==> config.mk <==
export PLATFORM = sky130hd
export DESIGN_NAME = difftest_step_batcher
export DESIGN_NICKNAME = d
export VERILOG_FILES = /design/src/rtl/difftest_step_batcher.sv
export SDC_FILE = /design/constraint.sdc
export NUM_CORES = 1
export LEC_CHECK = 0
export CAP_MARGIN = 20
export CORE_MARGIN = 2
export CORE_UTILIZATION = 55
export CTS_BUF_LIST = sky130_fd_sc_hd__clkbuf_2
export DETAILED_ROUTE_END_ITERATION = 10
export GPL_TIMING_DRIVEN = 0
export HOLD_SLACK_MARGIN = 0.08
export MAX_ROUTING_LAYER = met4
export PLACE_DENSITY = 0.9
export SLEW_MARGIN = 25
export SYNTH_ARGS = -nofsm -noshare
export SYNTH_HDL_FRONTEND = slang
export SYNTH_SLANG_ARGS = --single-unit
==> constraint.sdc <==
create_clock -name clock -period 4.6 [get_ports clock]
set_input_delay 1.15 -clock clock [delete_from_list [all_inputs] [get_ports clock]]
set_output_delay 1.15 -clock clock [all_outputs]
set_load 0.01 [all_outputs]
==> src/rtl/difftest_step_batcher.sv <==
// difftest_step_batcher: gathers per-cycle commit counts into batches, hands
// each batch to the software checker over a request/response handshake,
// latches the checker verdict and throttles the DUT when too much is pending.
module difftest_step_batcher #(
  parameter int unsigned STEP_W    = 8,
  parameter int unsigned CNT_W     = 32,
  parameter int unsigned BATCH_MAX = 64,
  parameter int unsigned TIMEOUT   = 16
) (
  input  logic              clock,
  input  logic              reset,
  input  logic [STEP_W-1:0] step_in,
  input  logic              flush,
  output logic              req_valid,
  output logic [CNT_W-1:0]  req_count,
  input  logic              req_ready,
  input  logic              rsp_valid,
  input  logic [7:0]        rsp_result,
  output logic [7:0]        simv_result,
  output logic              dut_stall,
  output logic              busy,
  output logic [CNT_W-1:0]  batch_count
);

  typedef enum logic [1:0] {ACCUM, REQ, WAIT, HALT} state_t;

  localparam logic [CNT_W-1:0] BATCH_LIM = CNT_W'(BATCH_MAX);
  localparam logic [CNT_W-1:0] TIMER_LIM = CNT_W'(TIMEOUT - 1);
  localparam logic [7:0]       VERDICT_FAIL = 8'h2;

  state_t           state;
  state_t           state_next;
  logic [CNT_W-1:0] acc;
  logic [CNT_W-1:0] timer;
  logic [CNT_W:0]   sum;
  logic [CNT_W-1:0] acc_next;
  logic             overflow;
  logic             issue;

  // Accumulator sum, overflow detection and batch issue decision
  always_comb begin
    sum      = {1'b0, acc} + (CNT_W + 1)'(step_in);
    acc_next = sum[CNT_W-1:0];
    overflow = sum[CNT_W] && (state != HALT);
    // Overflow outranks issue: a wrapped count must never be offered.
    issue    = (state == ACCUM) && !sum[CNT_W] &&
               ((acc_next >= BATCH_LIM) ||
                ((acc != '0) && (timer >= TIMER_LIM)) ||
                (flush && (acc_next != '0)));
  end

  // State register
  always_ff @(posedge clock) begin
    if (reset) state <= ACCUM;
    else       state <= state_next;
  end

  // Next-state logic
  always_comb begin
    state_next = state;
    case (state)
      ACCUM: begin
        if (overflow)   state_next = HALT;
        else if (issue) state_next = REQ;
      end
      REQ: begin
        if (overflow)       state_next = HALT;
        else if (req_ready) state_next = WAIT;
      end
      WAIT: begin
        if (overflow)       state_next = HALT;
        else if (rsp_valid) state_next = (rsp_result == 8'h0) ? ACCUM : HALT;
      end
      default: state_next = HALT;
    endcase
  end

  // Datapath registers: accumulator, timer, offered count, verdict, batch tally
  always_ff @(posedge clock) begin
    if (reset) begin
      acc         <= '0;
      timer       <= '0;
      req_count   <= '0;
      simv_result <= '0;
      batch_count <= '0;
    end else begin
      case (state)
        ACCUM: begin
          if (overflow) begin
            simv_result <= VERDICT_FAIL;
          end else if (issue) begin
            req_count <= acc_next;
            acc       <= '0;
            timer     <= '0;
          end else begin
            acc   <= acc_next;
            timer <= (acc != '0) ? timer + CNT_W'(1) : '0;
          end
        end
        REQ, WAIT: begin
          if (overflow) begin
            simv_result <= VERDICT_FAIL;
          end else begin
            acc <= acc_next;
            if ((state == WAIT) && rsp_valid) begin
              if (rsp_result == 8'h0) batch_count <= batch_count + CNT_W'(1);
              else                    simv_result <= rsp_result;
            end
          end
        end
        default: ;
      endcase
    end
  end

  // Outputs decoded from state and accumulator level
  always_comb begin
    req_valid = 1'b0;
    busy      = 1'b0;
    dut_stall = 1'b0;
    req_valid = (state == REQ);
    busy      = (state == REQ) || (state == WAIT);
    dut_stall = (state == HALT) || (acc >= BATCH_LIM);
  end

endmodule

; Yosys cells after proc, flatten, opt, wreduce, memory -nomap -nowiden
; Cells that the tools add are included.
[totals]
regBits = 138
input_bits = 21
output_inout_bits = 75
[op_classes]
n_addsub = 3
order_cmp = 3
eq_ne = 12
mux = 19
n_bitwise = 1
reduce_logical = 23
[op_table]
columns = cell, n
row1 = 32-bit two-way mux, 5
row2 = "32-bit by 1-bit adder with 32-bit output, second input constant", 2
row3 = "32-bit by 7-bit greater-or-equal comparator with 1-bit output, second input constant", 2
row4 = 32-bit one-hot mux with 2 select lines, 1
row5 = 32-bit nonzero test, 2
row6 = 32-bit by 8-bit adder with 33-bit output, 1
row7 = "32-bit by 4-bit greater-or-equal comparator with 1-bit output, second input constant", 1
row8 = 8-bit two-way mux, 4
row9 = 8-bit one-hot mux with 2 select lines, 1
row10 = 2-bit two-way mux, 7
row11 = "3-bit != test, second input constant", 4
row12 = 3-bit AND reduction, 3
row13 = 8-bit logical NOT, 1
row14 = "2-bit != test, second input constant", 4
row15 = 4-bit AND reduction, 2
row16 = 1-bit logical AND, 6
row17 = 2-bit one-hot mux with 3 select lines, 1
row18 = "2-bit == test, second input constant", 2
row19 = 1-bit logical OR, 4
row20 = "3-bit by 1-bit != test with 1-bit output, second input constant", 1
row21 = "2-bit by 1-bit == test with 1-bit output, second input constant", 1
row22 = 2-bit logical NOT, 1
row23 = 2-bit AND reduction, 1
row24 = 2-bit nonzero test, 1
row25 = 3 further kinds, 3

; Longest topological paths before layout
; Gate-level depths: netlist of the first run.
[logic_depth]
ltp_word = 8
depth_mapped = 14
depth_no_buf = 11

; Least setup slack after synthesis of the first run
; OpenSTA, ideal clock, no wires.
[synth_path]
path_kind = input to register
startpoint = input step_in[0]
endpoint = register batch_count[21]
setup_ns = 0.128
arrival_time_ns = 4.093
required_ns = 4.472
path_slack_ns = 0.380
cell_stages = 13
path_buffers = 2
path_cell_list = ha_1 -> fa_1 -> a211oi_1 -> o211a_1 -> or4_1 -> buf_2 -> o211ai_1 -> or3_1 -> buf_2 -> nor2_1 -> nand4_1 -> xor2_1 -> nor2_1
[synth_via]
elab_chain_len = 4
[synth_lines]
columns = item, line
row1 = start: declaration, 12  ; input logic [STEP_W-1:0] step_in,
row2 = 32-bit by 8-bit adder with 33-bit output, 42  ; sum = {1'b0, acc} + (CNT_W + 1)'(step_in);
row3 = 1-bit logical AND, 44  ; overflow = sum[CNT_W] && (state != HALT);
row4 = 1-bit inverter (no line), -
row5 = 4-bit AND reduction (no line), -
row6 = end signal: assignment, 106  ; if (rsp_result == 8'h0) batch_count <= batch_count + CNT_W'(1);
row7 = end: declaration, 22  ; output logic [CNT_W-1:0] batch_count
; No other way between the ends.
; A chain may end at the register's enable or synchronous reset.

; Worst setup path in the final report of the first run
[layout_path]
startpoint = input step_in[0]
endpoint = register acc[15]
[layout_via]
elab_chain_len = 8
word_cells_on_any_way = 17
cone_classes = add/sub: 1 / order compare: 1 / eq/ne: 2 / mux: 4 / reduce/logical: 9
[layout_lines]
columns = item, line
row1 = 32-bit by 8-bit adder with 33-bit output *, 42
row2 = 32-bit by 7-bit greater-or-equal comparator with 1-bit output / 32-bit nonzero test (equally long branches), "47, 49"
row3 = 1-bit logical OR / 1-bit logical AND (equally long branches), "47, 49"
row4 = 1-bit logical OR, 48  ; ((acc != '0) && (timer >= TIMER_LIM)) ||
row5 = 1-bit logical AND, 46  ; issue = (state == ACCUM) && !sum[CNT_W] &&
row6 = 32-bit two-way mux, 91  ; end else if (issue) begin
row7 = 32-bit two-way mux, 89  ; if (overflow) begin
row8 = 32-bit one-hot mux with 2 select lines, 87  ; case (state)
row9 = end signal: assignment, 96  ; acc <= acc_next;
row10 = end signal: assignment, 104  ; acc <= acc_next;
row11 = end: declaration, 33  ; logic [CNT_W-1:0] acc;
; Mark *: on every way between the ends. The rest lies on a longest branch, timed or not. The select of a mux whose other input is x is not followed.

==> results of run 1 <==
## cell type report
| type | count | area, um^2 | area share, % |
|---|---|---|---|
| clock buffers | 20 | 100.1 | 1.165 |
| flip-flops and latches | 138 | 2763 | 32.16 |
| diodes | 1 | 2.502 | 0.02913 |
| clock inverters | 12 | 148.9 | 1.733 |
| multi-input cells | 657 | 4101 | 47.75 |
| well taps | 172 | 215.2 | 2.505 |
| repair buffers | 94 | 940.9 | 10.95 |
| plain buffers | 46 | 246.5 | 2.870 |
| inverters | 19 | 71.32 | 0.8303 |
## critical path: stages
cell and delay (ns):
sky130_fd_sc_hd__clkdlybuf4s50_1 0.41, sky130_fd_sc_hd__ha_1 0.25, sky130_fd_sc_hd__fa_1 0.44, sky130_fd_sc_hd__a211oi_2 0.37, sky130_fd_sc_hd__o21ai_0 0.23, sky130_fd_sc_hd__xor2_1 0.20
sky130_fd_sc_hd__or2_2 0.31, sky130_fd_sc_hd__a2111oi_1 0.45, sky130_fd_sc_hd__nand4_1 0.28, sky130_fd_sc_hd__o31a_1 0.46, sky130_fd_sc_hd__nor2_2 0.19, sky130_fd_sc_hd__buf_4 0.23
sky130_fd_sc_hd__a22o_1 0.15
## flip-flops by register name, summed over array words and instances, names as in the netlist
name / flops
acc: 32
batch_count: 32
req_count: 32
timer: 32
simv_result: 8
state: 2
## where the power goes
part	switching, mW	total, mW	internal [mW]
sequential	0.0668	1.36	1.29
clock	0.460	0.768	0.307
combinational	1.05	1.72	0.673
## layout by cell type (no fill, tap or decap), types with 22 or more instances in the layout
| master | count |
|---|---|
| sky130_fd_sc_hd__a21oi_1 | 22 |
| sky130_fd_sc_hd__clkbuf_1 | 23 |
| sky130_fd_sc_hd__clkdlybuf4s50_1 | 94 |
| sky130_fd_sc_hd__dfxtp_1 | 138 |
| sky130_fd_sc_hd__mux2i_1 | 31 |
| sky130_fd_sc_hd__nand2_1 | 77 |
| sky130_fd_sc_hd__nand3_1 | 29 |
| sky130_fd_sc_hd__nand4_1 | 35 |
| sky130_fd_sc_hd__nor2_1 | 134 |
| sky130_fd_sc_hd__nor4_1 | 25 |
| sky130_fd_sc_hd__o21ai_0 | 26 |
| sky130_fd_sc_hd__or3_1 | 22 |
| sky130_fd_sc_hd__xnor2_1 | 23 |
| sky130_fd_sc_hd__xor2_1 | 48 |
## repair_timing
| action | 4_1_cts | 5_1_grt |
|---|---|---|
| pin swaps | 0 | 0 |
| endpoints found under the setup margin | 96 | 88 |
| resized for setup | 3 | 3 |
| buffers inserted | 0 | 0 |
| hold buffers | 0 | 0 |
## per-layer routing
metal  wire (um)  up-vias  GRT usage (%)
met2        8689      254          43.68
met4         509        0          11.60
met5           0        -              -
met3        1451       51          6.395
met1        8656     3220          36.85
li1            -     3299              -
## final timing paths
kind                   endpoint          start  cells past startpoint  slack [ns]
setup / recovery        acc[15]     step_in[0]                     13        0.15
hold / removal    req_count[26]  req_count[26]                      2        0.48
setup reg to reg        acc[15]         acc[0]                     12        0.60
hold reg to reg   req_count[26]  req_count[26]                      2        0.48
## logic make-up (layout without fill, tap and decap cells)
| group | count (synthesis) | after routing |
|---|---|---|
| AND/OR/NAND/NOR | 396 | 396 |
| AO/OA/AOI/OAI | 144 | 144 |
| flip-flops | 138 | 138 |
| XOR/XNOR | 71 | 71 |
| buffers and inverters | 65 | 191 |
| multiplexers | 31 | 31 |
| adder cells (fa/ha/maj) | 15 | 15 |
| other | 0 | 1 |
## metrics by stage
stage	cell area [um^2]	setup WS (ns)	hold WS [ns]	util (%)	TNS, ns
2_1_floorplan	7157	0.3796	0.4488	-	0
3_3_place_gp	8313	-1.034	0.4452	65.61	-100.94
3_5_place_dp	8313	-1.092	0.4557	65.61	-108.31
4_1_cts	8578	0.1317	0.4784	67.70	0
5_1_grt	8589	0.005167	0.5065	67.79	0
6_report	8589	0.1528	0.4771	67.79	0
==> results.sh, run 1 <==
export IMPL_effective_utilization_at_floorplan_pct=56.48
export IMPL_worst_slew_margin_rel_pct=44.02
export IMPL_nets=1009
export IMPL_synthArstFlopShare_pct=0
export IMPL_gr_total_overflow=0
export IMPL_first_pass_grt_wire_length_mm=31.66
export IMPL_time_the_worst_path_needs_with_i_o_delays_and_setup_ns=4.447
export IMPL_top_level_ports=96
export IMPL_synth_edf_count=0
export IMPL_setup_violations_final=0
export IMPL_finalNonFillerCells=1159
export IMPL_first_global_vias=6468
export IMPL_synth_ff_type="sky130_fd_sc_hd__dfxtp_1"
export IMPL_cts_buffers=17
export IMPL_post_synth_inst_count=860
export IMPL_final_hold_fails=0
export IMPL_yosys_area_share_adder_pct=2.727
export IMPL_critPathLaunchType="input pin"
export IMPL_synthMostInstantiatedCell="sky130_fd_sc_hd__dfxtp_1"
export IMPL_routedWlPerCell_um=16.66
export IMPL_critPathCaptureType="flip-flop"
export IMPL_cts_tree="yes"
export IMPL_synth_area_leaders="sky130_fd_sc_hd__dfxtp_1 (39%), sky130_fd_sc_hd__nor2_1 (7.1%), sky130_fd_sc_hd__xor2_1 (5.9%)"
export IMPL_fp_row_count=41
export IMPL_postSynthNetCount=896
export IMPL_dp_hpwl_mm=14.06
export IMPL_clk_transition_reported_paths_ns=0.20
export IMPL_detailroute_via_count=6824
export IMPL_critical_setup_path_kind="in2reg"
export IMPL_synth_compound_gate_area_share_pct=14.14
export IMPL_yosysTopAreaCellShare_pct=38.60
export IMPL_grt_start_max_net_pins=17
export IMPL_die_height_um=118.1
export IMPL_yosysUniqueCellTypes=60
export IMPL_drt_initial_drc_count=750
export IMPL_max_slew_worst_pin_slew_ns=0.8325
export IMPL_die_area_um2=13940
export IMPL_syn_to_final_growth_pct=20.02
export IMPL_avgSynthCellArea_um2=8.322
export IMPL_layout_fillers=1029
export IMPL_die_width_um=118.1
export IMPL_drt_drc_violations_left=0
export IMPL_post_synthesis_share_of_cell_area_spent_on_xor_and_xnor_gates_pct=8.689
export IMPL_clockBufferDepth=2
export IMPL_p_leak_nw=3.311
export IMPL_synth_sequential_area_ratio_pct=38.60
export IMPL_post_synth_top_area_cell="sky130_fd_sc_hd__dfxtp_1"
export IMPL_status="complete, no violations"
export IMPL_detail_route_antenna_nets=0
export IMPL_dominant_combinational_cell_family_by_area_after_synthesis="simple AND/OR/NAND/NOR gates"
export IMPL_post_drt_via_cell_ratio=5.888
export IMPL_totalPowerFinal_mw=3.848
export IMPL_ranking_of_synthesized_cells_by_instance_count="sky130_fd_sc_hd__dfxtp_1 (138), sky130_fd_sc_hd__nor2_1 (135), sky130_fd_sc_hd__nand2_1 (77)"
export IMPL_cts_max_level=4
export IMPL_tightest_hold_check_type="reg2reg"
export IMPL_port_buffers=94
export IMPL_muxShareOfSynthArea_pct=4.336
export IMPL_postSynthRegisterBits=138
export IMPL_p_per_area_nw_per_um2=448.0
export IMPL_grt_util_all_layers_pct=28.66
export IMPL_worst_skew_pair_late_latency_ns=0.75
export IMPL_timing_max_transition_violations_final=0
export IMPL_first_pass_iters=8
export IMPL_timing_critical_path_fanout_max=10
export IMPL_timing_final_crit_share_pct=96.68
export IMPL_cap_viol_max_count=0
export IMPL_cp_data_arrival_time_ns=5.12
export IMPL_post_route_cells_drive_above_1_share_pct=7.505
export IMPL_vdd_ir_drop_max_mv=0.2477
export IMPL_floorplan_core_area_um2=12670
export IMPL_unrepaired_setup_endpoints_after_global_routing="false"
export IMPL_post_synth_instance_area_um2=7157
export IMPL_cts_sink_count=138
export IMPL_synthesized_area_fraction_occupied_by_and_or_nand_nor_cells_pct=27.06
export IMPL_antenna_violations_before_repair=1
export IMPL_skew_ns=0.03883
export IMPL_required_ns=5.27
export IMPL_clk_root_buffer_cell="sky130_fd_sc_hd__clkbuf_2"
export IMPL_synthesis_yosys_warnings=0
export IMPL_dpl_cell_count=1126
export IMPL_wl_mm=19.31
export IMPL_fmaxAchievable_ghz=0.2249
export IMPL_gpl_final_weighted_congestion=0.9912
(Power assumes the default switching activity.)
==> run 2, diff against run 1 <==
--- a/config.mk
+++ b/config.mk
@@ -9,11 +9,12 @@
 export CORE_MARGIN = 2
 export CORE_UTILIZATION = 55
 export CTS_BUF_LIST = sky130_fd_sc_hd__clkbuf_2
+export CTS_CLUSTER_SIZE = 25
 export DETAILED_ROUTE_END_ITERATION = 10
-export GPL_TIMING_DRIVEN = 0
 export HOLD_SLACK_MARGIN = 0.08
 export MAX_ROUTING_LAYER = met4
 export PLACE_DENSITY = 0.9
+export SKIP_LAST_GASP = 1
 export SLEW_MARGIN = 25
 export SYNTH_ARGS = -nofsm -noshare
 export SYNTH_HDL_FRONTEND = slang
==> run 2 against run 1 <==
Against the previous run: critical path depth rose by 2; flip-flop and latch count did not move; global-route usage rose by 0.074 points; sequential power barely moved; via count rose by 2.3%; fmax rose by 8.3%; critical endpoint is now req_count[13].
==> results.sh, run 2 (synthesis gave the netlist of run 1 again) <==
export IMPL_clk_root_buffer_cell="sky130_fd_sc_hd__clkbuf_2"
export IMPL_port_buffers=95
export IMPL_gr_total_overflow=0
export IMPL_detailroute_via_count=6978
export IMPL_p_leak_nw=3.504
export IMPL_die_area_um2=13940
export IMPL_final_hold_fails=0
export IMPL_time_the_worst_path_needs_with_i_o_delays_and_setup_ns=4.106
export IMPL_mostFrequentLayoutCells="sky130_fd_sc_hd__dfxtp_1 (138), sky130_fd_sc_hd__nor2_1 (135), sky130_fd_sc_hd__clkdlybuf4s50_1 (94), sky130_fd_sc_hd__nand2_1 (77), sky130_fd_sc_hd__buf_4 (68)"
export IMPL_layout_fillers=994
export IMPL_post_drt_via_cell_ratio=5.889
export IMPL_worst_slew_margin_rel_pct=42.08
export IMPL_nets=1035
export IMPL_critPathLaunchType="input pin"
export IMPL_grt_util_all_layers_pct=28.73
export IMPL_fmaxAchievable_ghz=0.2436
export IMPL_clk_transition_reported_paths_ns=0.20
export IMPL_max_slew_worst_pin_slew_ns=0.8621
export IMPL_cts_tree="yes"
export IMPL_top_level_ports=96
export IMPL_p_per_area_nw_per_um2=453.3
export IMPL_critPathCaptureType="flip-flop"
export IMPL_floorplan_core_area_um2=12670
export IMPL_timing_max_transition_violations_final=0
export IMPL_first_pass_iters=5
export IMPL_resize_count_post_cts=0
export IMPL_die_width_um=118.1
export IMPL_antenna_violations_before_repair=1
export IMPL_unrepaired_setup_endpoints_after_global_routing="false"
export IMPL_tightest_hold_check_type="reg2reg"
export IMPL_skew_ns=0.03520
export IMPL_post_cts_repair_setup_buffers=0
export IMPL_required_ns=5.20
export IMPL_dp_hpwl_mm=14.55
export IMPL_timing_final_crit_share_pct=89.26
export IMPL_crit_chain="clkdlybuf4s50_1 > ha_1 > fa_1 > a211oi_1 > buf_4 > o21ai_0 > xor2_1 > or2_2 > a2111oi_0 > nand4_1 > o211ai_1 > buf_4 > buf_12 > mux2i_1 > nor2_1"
export IMPL_setup_violations_final=0
export IMPL_first_pass_grt_wire_length_mm=32.27
export IMPL_worst_skew_pair_late_latency_ns=0.74
export IMPL_critical_path_max_stage_delay_ns=0.41
export IMPL_drt_drc_violations_left=0
export IMPL_vdd_ir_drop_max_mv=0.3884
export IMPL_timing_critical_path_fanout_max=16
export IMPL_post_route_cells_drive_above_1_share_pct=11.96
export IMPL_worst_hold_slack_ns=0.4819
export IMPL_cap_viol_max_count=0
export IMPL_cts_buffers=17
export IMPL_crit_top_cell="sky130_fd_sc_hd__buf_4"
export IMPL_cp_data_arrival_time_ns=4.70
export IMPL_cts_sink_count=138
export IMPL_layout_cell_area_non_filler_um2=8872
export IMPL_critical_setup_path_kind="in2reg"
export IMPL_status="complete, no violations"
export IMPL_clockBufferDepth=2
export IMPL_wl_mm=19.43
export IMPL_die_height_um=118.1
export IMPL_post_route_util_pct=70.02
export IMPL_fp_row_count=41
export IMPL_layout_commonest_cell="sky130_fd_sc_hd__dfxtp_1"
export IMPL_placed_cell_area_um2=8642
export IMPL_effective_utilization_at_floorplan_pct=56.48
export IMPL_gpl_final_weighted_congestion=0.9535
export IMPL_cts_max_level=4
export IMPL_cp_slowest_cell="sky130_fd_sc_hd__fa_1"
export IMPL_detail_route_antenna_nets=0
export IMPL_postCtsHoldBufs=0
export IMPL_routedWlPerCell_um=16.40
export IMPL_syn_to_final_growth_pct=23.97
export IMPL_grt_start_max_net_pins=43
export IMPL_first_global_vias=6680
export IMPL_drt_initial_drc_count=551
==> run 2: cell types whose count changed in the layout (fill, tap and decap cells not counted), sizes merged <==
cell      previous run  this run
buf                 23        72
bufinv               3         1
clkbuf              43        18
clkinv               6         3
clkinvlp             2         4
inv                 20        25
==> run 2: stage by stage <==
stage          setup TNS [ns]  power (mW)  setup slack, ns  std cells
6_report                    0       4.022           0.4942       1185
5_1_grt                     0       4.258           0.2489       1185
4_1_cts                     0       4.010           0.5545       1184
3_5_place_dp           -12.54       3.317          -0.2424       1152
3_3_place_gp           -3.118       3.272         -0.08282       1152
2_1_floorplan               0       2.536           0.3796        860
==> run 2: area by class of cell <==
cell class,instances,area (um^2),share of cell area (%)
flip-flops and latches,138,2763,31.14
well taps,172,215.2,2.426
diodes,1,2.502,0.02820
repair buffers,166,1516,17.09
inverters,19,71.32,0.8038
multi-input cells,657,4076,45.95
clock inverters,14,137.6,1.551
clock buffers,18,90.09,1.015
==> run 2: per-layer routing <==
layer,vias up,global-route usage [%],share of wire [%]
met2,241,45.34,47
met4,0,8.735,1.7
li1,3366,-,-
met5,-,-,0
met3,31,6.056,6.9
met1,3340,37.03,44
==> run 2: final timing paths <==
path              slack, ns  depth (start not counted)            end          start
setup / recovery       0.49                         15  req_count[13]     step_in[0]
hold / removal         0.48                          2  req_count[12]  req_count[12]
setup reg to reg       0.77                         12  req_count[13]        acc[11]
hold reg to reg        0.48                          2  req_count[12]  req_count[12]
==> run 2: worst max-delay path: cells and delay by family <==
family                   cells  cell delay, ns
multiplexers                 1            0.21
AND/OR/NAND/NOR              3            0.59
AO/OA/AOI/OAI                4            0.99
buffers and inverters        4            0.95
XOR/XNOR                     1            0.18
adder cells (fa/ha/maj)      2            0.63
==> run 2: report_power, final <==
part | switching [mW] | total [mW] | internal (mW) | leakage (nW)
Clock | 0.489 | 0.698 | 0.209 | 0.130
Combinational | 1.05 | 1.96 | 0.904 | 2.26
Sequential | 0.0771 | 1.37 | 1.29 | 1.12
